--- config.mk ---
export PLATFORM = sky130hd
export DESIGN_NAME = neuron_argmax_collector
export DESIGN_NICKNAME = d
export VERILOG_FILES = /design/src/rtl/neuron_argmax_collector.sv
export SDC_FILE = /design/constraint.sdc
export NUM_CORES = 1
export LEC_CHECK = 0
export CAP_MARGIN = 20
export CORE_MARGIN = 5
export CORE_UTILIZATION = 54
export DETAILED_ROUTE_END_ITERATION = 10
export GPL_TIMING_DRIVEN = 0
export PLACE_DENSITY = 0.76
export SYNTH_ARGS = -nofsm -noshare
export SYNTH_HDL_FRONTEND = slang
export SYNTH_SLANG_ARGS = --single-unit
--- constraint.sdc ---
create_clock -name clk -period 3.2 [get_ports clk]
set_input_delay 0.8 -clock clk [delete_from_list [all_inputs] [get_ports clk]]
set_output_delay 0.8 -clock clk [all_outputs]
set_load 0.005 [all_outputs]
--- src/rtl/neuron_argmax_collector.sv ---
// rtl/neuron_argmax_collector.sv - per-frame argmax over neuron results with valid/ready class output
// Optional runner-up/margin outputs when TOP2_EN is defined.
module neuron_argmax_collector #(
  parameter int NUM_NEURONS = 28,
  parameter int DATA_W      = 16,
  parameter int IDX_W       = 5
) (
  input  logic                     clk,
  input  logic                     GlobalReset,
  input  logic                     Frame_Start,
  input  logic                     Result_Valid,
  input  logic signed [DATA_W-1:0] Result_In,
  input  logic                     Frame_Done,
  input  logic                     Class_Ready,
  output logic                     Class_Valid,
  output logic [IDX_W-1:0]         Class_Out,
  output logic signed [DATA_W-1:0] Max_Value,
  output logic                     Count_Err,
  output logic                     Overrun
`ifdef TOP2_EN
  ,
  output logic [IDX_W-1:0]         Second_Class,
  output logic [DATA_W:0]          Margin
`endif
);

  localparam int CNT_W = IDX_W + 1;
  localparam logic [CNT_W-1:0] CNT_FULL = CNT_W'(NUM_NEURONS);
  localparam logic signed [DATA_W-1:0] MIN_VAL = {1'b1, {(DATA_W-1){1'b0}}};

  localparam logic [1:0] S_IDLE    = 2'd0;
  localparam logic [1:0] S_COLLECT = 2'd1;
  localparam logic [1:0] S_HOLD    = 2'd2;

  logic [1:0]               state;
  logic [CNT_W-1:0]         cnt, nxt_cnt;
  logic signed [DATA_W-1:0] run_max, nxt_max;
  logic [IDX_W-1:0]         run_idx, nxt_idx;
  logic                     ovf, nxt_ovf;
  logic                     in_collect, take, extra, gt_max, new_max;

  assign in_collect = (state == S_COLLECT);
  assign take       = in_collect && Result_Valid && (cnt < CNT_FULL);
  assign extra      = in_collect && Result_Valid && (cnt == CNT_FULL);
  assign gt_max     = (Result_In > run_max);
  // First result always wins so a frame of all-minimum values still reports index 0.
  assign new_max    = take && ((cnt == '0) || gt_max);
  assign nxt_ovf    = ovf | extra;
  assign Class_Valid = (state == S_HOLD);

  always_comb begin
    nxt_cnt = cnt;
    nxt_max = run_max;
    nxt_idx = run_idx;
    if (take) nxt_cnt = cnt + CNT_W'(1);
    if (new_max) begin
      nxt_max = Result_In;
      nxt_idx = cnt[IDX_W-1:0];
    end
  end

`ifdef TOP2_EN
  logic signed [DATA_W-1:0] sec_max, nxt_sec;
  logic [IDX_W-1:0]         sec_idx, nxt_sec_idx;
  logic [DATA_W:0]          diff;

  // A displaced maximum becomes the runner-up; otherwise the new value competes for second place.
  always_comb begin
    nxt_sec     = sec_max;
    nxt_sec_idx = sec_idx;
    if (new_max && (cnt != '0)) begin
      nxt_sec     = run_max;
      nxt_sec_idx = run_idx;
    end else if (take && !new_max && ((cnt == CNT_W'(1)) || (Result_In > sec_max))) begin
      nxt_sec     = Result_In;
      nxt_sec_idx = cnt[IDX_W-1:0];
    end
  end

  assign diff = {nxt_max[DATA_W-1], nxt_max} - {nxt_sec[DATA_W-1], nxt_sec};

  always_ff @(posedge clk or negedge GlobalReset) begin
    if (!GlobalReset) begin
      sec_max      <= '0;
      sec_idx      <= '0;
      Second_Class <= '0;
      Margin       <= '0;
    end else if (Frame_Start) begin
      sec_max <= MIN_VAL;
      sec_idx <= '0;
    end else if (in_collect) begin
      sec_max <= nxt_sec;
      sec_idx <= nxt_sec_idx;
      if (Frame_Done) begin
        Second_Class <= (nxt_cnt >= CNT_W'(2)) ? nxt_sec_idx : '0;
        Margin       <= (nxt_cnt >= CNT_W'(2)) ? diff : '0;
      end
    end
  end
`endif

  always_ff @(posedge clk or negedge GlobalReset) begin
    if (!GlobalReset) begin
      state     <= S_IDLE;
      cnt       <= '0;
      run_max   <= '0;
      run_idx   <= '0;
      ovf       <= 1'b0;
      Class_Out <= '0;
      Max_Value <= '0;
      Count_Err <= 1'b0;
      Overrun   <= 1'b0;
    end else if (Frame_Start) begin
      // A new frame always wins, including over a same-cycle Frame_Done.
      if ((state == S_HOLD) && !Class_Ready) Overrun <= 1'b1;
      state     <= S_COLLECT;
      cnt       <= '0;
      run_max   <= MIN_VAL;
      run_idx   <= '0;
      ovf       <= 1'b0;
      Count_Err <= 1'b0;
    end else begin
      case (state)
        S_COLLECT: begin
          cnt     <= nxt_cnt;
          run_max <= nxt_max;
          run_idx <= nxt_idx;
          ovf     <= nxt_ovf;
          if (Frame_Done) begin
            state     <= S_HOLD;
            Class_Out <= nxt_idx;
            Max_Value <= nxt_max;
            Count_Err <= (nxt_cnt != CNT_FULL) || nxt_ovf;
          end
        end
        S_HOLD: begin
          if (Class_Ready) state <= S_IDLE;
        end
        default: ;
      endcase
    end
  end

endmodule

==> flow_summary.json, run 1 <==
{
  "fin_nets": 423,
  "ys_ff_latch": 53,
  "switchingPower_mw": 0.634,
  "grt_pass1_wl_um": 14400,
  "dieArea_sq_um": 7350,
  "multi_input_comb_area_sq_um": 1560,
  "die_h_um": 85.7,
  "switching_share_pct": 33.1,
  "hold_viol_final": 0,
  "hpwl_um": 6030,
  "pwr-share-seq_pct": 44.5,
  "ys_seq_area_share_pct": 42.8,
  "drt_iter0_markers": 169,
  "pre_cts_slack_ps": -380,
  "buffer_ports.inserted": 44,
  "synthCells": 326,
  "clock-root-buffer": "clkbuf_8",
  "hp-class": "input pin to asynchronous set/reset pin",
  "cap_violations": 0,
  "fin_crit_sh_pct": 98.8,
  "avgRoutedWirePerCell_um": 18.3,
  "slew_viol_final": 0,
  "fin_crit_ps": 3160,
  "cts_buffers": 5,
  "p_int_mw": 1.28,
  "ys_warn_count": 0,
  "tns_ps": 0,
  "grt_use_total_pct": 24.6,
  "synth-edff-count": 0,
  "ioPinCount": 46,
  "finClkSkew_ps": 5.43,
  "arrival_ps": 3360,
  "synth_fp_nets": 366,
  "comb_power_share_pct": 35.5,
  "cts_tree": "done",
  "htreeDepth": 2,
  "placed_area_sq_um": 3640,
  "synthArstFlopShare_pct": 100,
  "grt_pass1_vias": 2885,
  "grt_max_degree": 37,
  "worst_slack_ps": 38.1,
  "ir_worst_vdd_mv": 0.329,
  "via_per_inst": 6.17,
  "vias": 2812,
  "area.sequential_sq_um": 1330,
  "worst_pin_slew_ps": 604,
  "fin_cells": 456,
  "status": "finished clean",
  "clockBufferDepth": 2,
  "syn_area_sq_um": 3100,
  "critical_path_class": "input pin to register",
  "row_count": 27,
  "syn2layout_area_growth_pct": 23.1,
  "grt_setup_unrepaired": "true",
  "synth_ff_type": "dfrtp_1",
  "overflow": 0,
  "maxSlewHeadroom_pct": 59.6,
  "finalWirelength_um": 8350,
  "start_kind": "input pin",
  "ant_nets": 0,
  "setup_viol": 0,
  "clk-insertion-delay-late_ps": 310,
  "cts_sinks": 53,
  "fmax_mhz": 316,
  "drt_pass1_iterations": 4,
  "layout-drive-gt1-share_pct": 14.8,
  "antenna_cells": 0,
  "antenna_found_initial": 0,
  "clkTransAtPathRegs_ps": 100,
  "synth_largest_area_cell": "dfrtp_1",
  "core_sq_um": 5540,
  "powerDensity_nw_per_um2": 502,
  "place.gp.congestion": 0.926,
  "required_ps": 3390,
  "dp.cells": 443,
  "start_util_pct": 55.9,
  "die_width_um": 85.7,
  "synth_top_area_share_pct": 42.8,
  "drc": 0,
  "power.leakage_nw": 1.59,
  "p_clk_share_pct": 20.0,
  "synth.avg_cell_area_sq_um": 9.50,
  "stdcell_area_sq_um": 3810,
  "synth_cell_types": 43,
  "end_kind": "register",
  "synth_area_leaders": "dfrtp_1 43%, ha_1 7.3%, o31ai_1 4.6%, a41oi_1 4.5%, a21oi_1 4.2%",
  "worst-path-max-fanout": 10,
  "nFillCells": 463
}
-- power by group through the flow --
stage / combinational [mW] / clock, mW / sequential, mW
final: 0.680 / 0.383 / 0.851
after global routing: 0.750 / 0.420 / 0.867
after CTS: 0.662 / 0.388 / 0.850
after detailed placement: 0.655 / 0 / 0.865
after global placement: 0.641 / 0 / 0.857
after floorplan: 0.340 / 0 / 0.861
-- cells in the final DEF, fill, tap and decap left out, drive strengths merged, types with 2 or more instances in the layout --
cell type and n:
nand3 5, a31o 14, clkbuf 20, a21o 3, dfrtp 53, a21oi 26, and3 2, nand4 11
clkinvlp 2, nor3 2, a31oi 8, a41oi 16, inv 24, o311ai 2, o31ai 19, a211oi 2
nor4 16, nand2 21, nor2 31, buf 20, o21ai 6, nor2b 5, clkdlybuf4s50 43, ha 18
xor2 2, and4 3
-- worst max-delay path, cell delays in order --
cell             delay, ps
clkdlybuf4s50_1        460
ha_1                   330
a21o_1                 200
a221o_1                360
a211oi_4               310
nand4b_1               290
buf_4                  280
a41oi_1                220
a21oi_1                100
-- worst paths after layout --
kind / from / endpoint / slack [ps] / depth (start not counted)
worst max-delay path: Result_In[3] / Max_Value[1] / 40 / 9
min in group clk: Overrun / Overrun / 480 / 1
worst max register to register: run_max[11] / run_max[7] / 610 / 9
worst min-delay path: GlobalReset / run_max[14] / 430 / 1
max in group asynchronous: GlobalReset / run_max[7] / 2230 / 2
worst min register to register: Overrun / Overrun / 480 / 1
-- cell families after synthesis --
group | count (synthesis) | synth area share [%]
multiplexers | 1 | 0.323
AND/OR/NAND/NOR | 100 | 16.7
AO/OA/AOI/OAI | 100 | 24.4
flip-flops | 53 | 42.8
adder cells (fa/ha/maj) | 18 | 7.27
XOR/XNOR | 3 | 0.848
buffers and inverters | 51 | 7.59
-- registers in the layout, indices dropped and copies added (netlist names) --
register and cells:
Class_Out 5, Count_Err 1, Max_Value 16, Overrun 1, cnt 6, ovf 1, run_idx 5, run_max 16
state 2
-- cell type report --
type	count	area share, %
multi-input combinational	222	41.0
sequential	53	34.8
inverter	24	2.36
clock inverter	2	0.394
tap	72	2.36
buffer	27	4.27
clock buffer	6	1.90
timing repair buffer	50	12.9
-- cell usage after synthesis, types with 2 or more instances --
master / n
dfrtp_1: 53
nor2_1: 31
a21oi_1: 26
inv_1: 24
nand2_1: 21
o31ai_1: 19
ha_1: 18
a41oi_1: 16
nor4_1: 15
a31o_2: 14
clkbuf_1: 12
nand4_1: 11
a31oi_1: 8
buf_2: 8
nand3_1: 4
nor2b_1: 4
o21ai_2: 4
a21o_1: 3
buf_4: 3
buf_6: 3
a211oi_4: 2
and3_1: 2
and4_1: 2
nor3_1: 2
o21ai_0: 2
xor2_1: 2
-- routing by layer --
| layer | part of all wire, % | global-route usage [%] | vias to the layer above |
|---|---|---|---|
| li1 | - | - | 1333 |
| met1 | 45 | 33.4 | 1374 |
| met2 | 48 | 39.6 | 91 |
| met3 | 5.6 | 4.32 | 14 |
| met4 | 1.5 | 8.92 | 0 |
| met5 | 0 | 0 | - |
-- per-stage QoR --
step	total power [mW]	utilization, %	hold slack (ps)
global route	2.04	68.8	459
global placement	1.50	65.5	459
CTS	1.90	67.4	439
floorplan	1.20	-	455
finish	1.91	68.8	427
detailed placement	1.52	65.8	462
-- timing repair --
action | 4_1_cts | 5_1_grt
buffers inserted | 0 | 5
setup endpoints to repair | 1 | 33
hold buffers | 0 | 0
gates resized for setup | 2 | 11
pin swaps | 0 | 4
Note: power is estimated with default switching activity, not from simulation.
==> run 2, diff against run 1 <==
Settings changed: CELL_PAD_IN_SITES_DETAIL_PLACEMENT set to 2, CELL_PAD_IN_SITES_GLOBAL_PLACEMENT set to 2, CORE_UTILIZATION 54 to 34.
==> run 2 against run 1 <==
Compared with the run above: first-iteration DRC count down 25%; sequential power up 0.5%; core utilization down 24 points; worst setup slack lost 14 ps.
==> flow_summary.json, run 2 (synthesis results as in run 1) <==
{
  "grt_pass1_wl_um": 18300,
  "core_sq_um": 8810,
  "r2r_start": "run_max[6]",
  "drc": 0,
  "final_cell_mix": "53 x dfrtp_1, 38 x clkdlybuf4s50_1, 31 x nor2_1",
  "row_count": 34,
  "worst-path-max-fanout": 5,
  "grt_max_degree": 30,
  "met3_usage_pct": 3.48,
  "p_clk_share_pct": 26.3,
  "critical_path_class": "input pin to register",
  "slew_viol_final": 0,
  "worstPathCellList": "clkdlybuf4s50_1 > ha_1 > and4_4 > a221o_1 > a211oi_4 > nand4b_1 > buf_6 > buf_2 > a41oi_1 > a21oi_1",
  "reg2reg_depth": 10,
  "setup_viol": 0,
  "ir_worst_vdd_mv": 0.271,
  "worst_pin_slew_ps": 692,
  "cap_violations": 0,
  "layout-drive-gt1-share_pct": 15.4,
  "powerDensity_nw_per_um2": 547,
  "power.leakage_nw": 1.67,
  "gr-usage-met2_pct": 36.9,
  "slowest_delay_ps": 520,
  "antenna_found_initial": 0,
  "pwr-share-seq_pct": 39.5,
  "finalWirelength_um": 11700,
  "avgRoutedWirePerCell_um": 23.7,
  "cts_tree": "done",
  "htreeDepth": 2,
  "grt_setup_unrepaired": "true",
  "end_kind": "register",
  "die_h_um": 105,
  "r2r_end": "Max_Value[12]",
  "antenna_cells": 0,
  "grt_use_total_pct": 20.9,
  "vias": 2903,
  "timing.hold.ws_ps": 491,
  "ant_nets": 0,
  "status": "finished clean",
  "drt_iter0_markers": 126,
  "clkTransAtPathRegs_ps": 110,
  "top_regs": "Max_Value x16, run_max x16, cnt x6",
  "hold_buffers": 0,
  "drt_pass1_iterations": 4,
  "switchingPower_mw": 0.718,
  "final_common_cell": "dfrtp_1",
  "use_met1_pct": 26.4,
  "ioPinCount": 46,
  "fin_util_pct": 45.0,
  "finClkSkew_ps": 12.1,
  "cts_buffers": 5,
  "nFillCells": 938,
  "arrival_ps": 3390,
  "syn2layout_area_growth_pct": 27.9,
  "die_width_um": 105,
  "p_int_mw": 1.45,
  "fin_nets": 422,
  "dieArea_sq_um": 11100,
  "top_usage_layer": "met2",
  "clockBufferDepth": 2,
  "switching_share_pct": 33.1,
  "overflow": 0,
  "maxSlewHeadroom_pct": 53.7,
  "start_kind": "input pin",
  "fin_crit_ps": 3180,
  "hp-class": "input pin to asynchronous set/reset pin",
  "clk-insertion-delay-late_ps": 330,
  "place.gp.congestion": 0.855,
  "required_ps": 3420,
  "hold_viol_final": 0,
  "critPathSlowestCell": "clkdlybuf4s50_1",
  "via_per_inst": 5.91,
  "cts_sinks": 53,
  "fin_crit_sh_pct": 99.3,
  "regToRegSetupSlack_ps": 470,
  "comb_power_share_pct": 34.3,
  "clock-root-buffer": "clkbuf_8",
  "fmax_mhz": 315,
  "hpwl_um": 8000,
  "buffer_ports.inserted": 44,
  "grt_pass1_vias": 3258,
  "start_util_pct": 35.2
}
## run 2: layout make-up
cell class | count | area (sq um) | area share [%]
clock inverters | 3 | 65.1 | 1.64
well taps | 108 | 135 | 3.41
multi-input cells | 222 | 1600 | 40.4
clock buffers | 5 | 68.8 | 1.74
flip-flops and latches | 53 | 1330 | 33.5
plain buffers | 27 | 176 | 4.45
repair buffers | 49 | 499 | 12.6
inverters | 24 | 90.1 | 2.27
## run 2: worst max path at each step
stage	startpoint	endpoint	slack (ps)
4_1_cts	Result_In[6]	run_max[9]	6
2_1_floorplan	Result_In[6]	run_max[3]	400
6_report	Result_In[5]	Max_Value[12]	20
3_5_place_dp	Result_In[7]	run_max[15]	-420
3_3_place_gp	GlobalReset	Max_Value[2]	-510
5_1_grt	Result_In[15]	run_max[15]	-60
## run 2: worst max-delay path: cells and delay by family
family | cells | cell delay (ps)
buffers and inverters | 3 | 870
AOI/OAI and AO/OA | 4 | 1050
and+or+nand+nor | 2 | 400
adders and majority gates | 1 | 270
## run 2: power by group through the flow
stage | Clock (mW) | Combinational (mW) | Sequential, mW
finish | 0.569 | 0.742 | 0.855
floorplan | 0 | 0.340 | 0.861
CTS | 0.584 | 0.717 | 0.855
global placement | 0 | 0.667 | 0.862
detailed placement | 0 | 0.698 | 0.869
global route | 0.617 | 0.803 | 0.872
## run 2: per-stage QoR
stage / worst slack, ps / cells / instance area [sq um] / power [mW] / setup TNS, ps
floorplan: 402 / 326 / 3100 / 1.20 / 0
global placement: -506 / 478 / 3670 / 1.53 / -37330
detailed placement: -423 / 479 / 3690 / 1.57 / -13940
CTS: 5.65 / 488 / 3850 / 2.16 / 0
global route: -59.5 / 491 / 3960 / 2.29 / -263
finish: 24.0 / 491 / 3960 / 2.17 / 0
## run 2: metal layers
layer	wire length, um	vias to the layer above
met2	6010	61
met1	5060	1503
met3	470	6
li1	-	1333
met4	104	0
met5	0	-
## run 2: what timing repair did
action | CTS | global route
cloned | 0 | 1
pin swaps | 2 | 7
endpoints found under the setup margin | 25 | 31
setup buffers | 1 | 2
resized for setup | 5 | 21
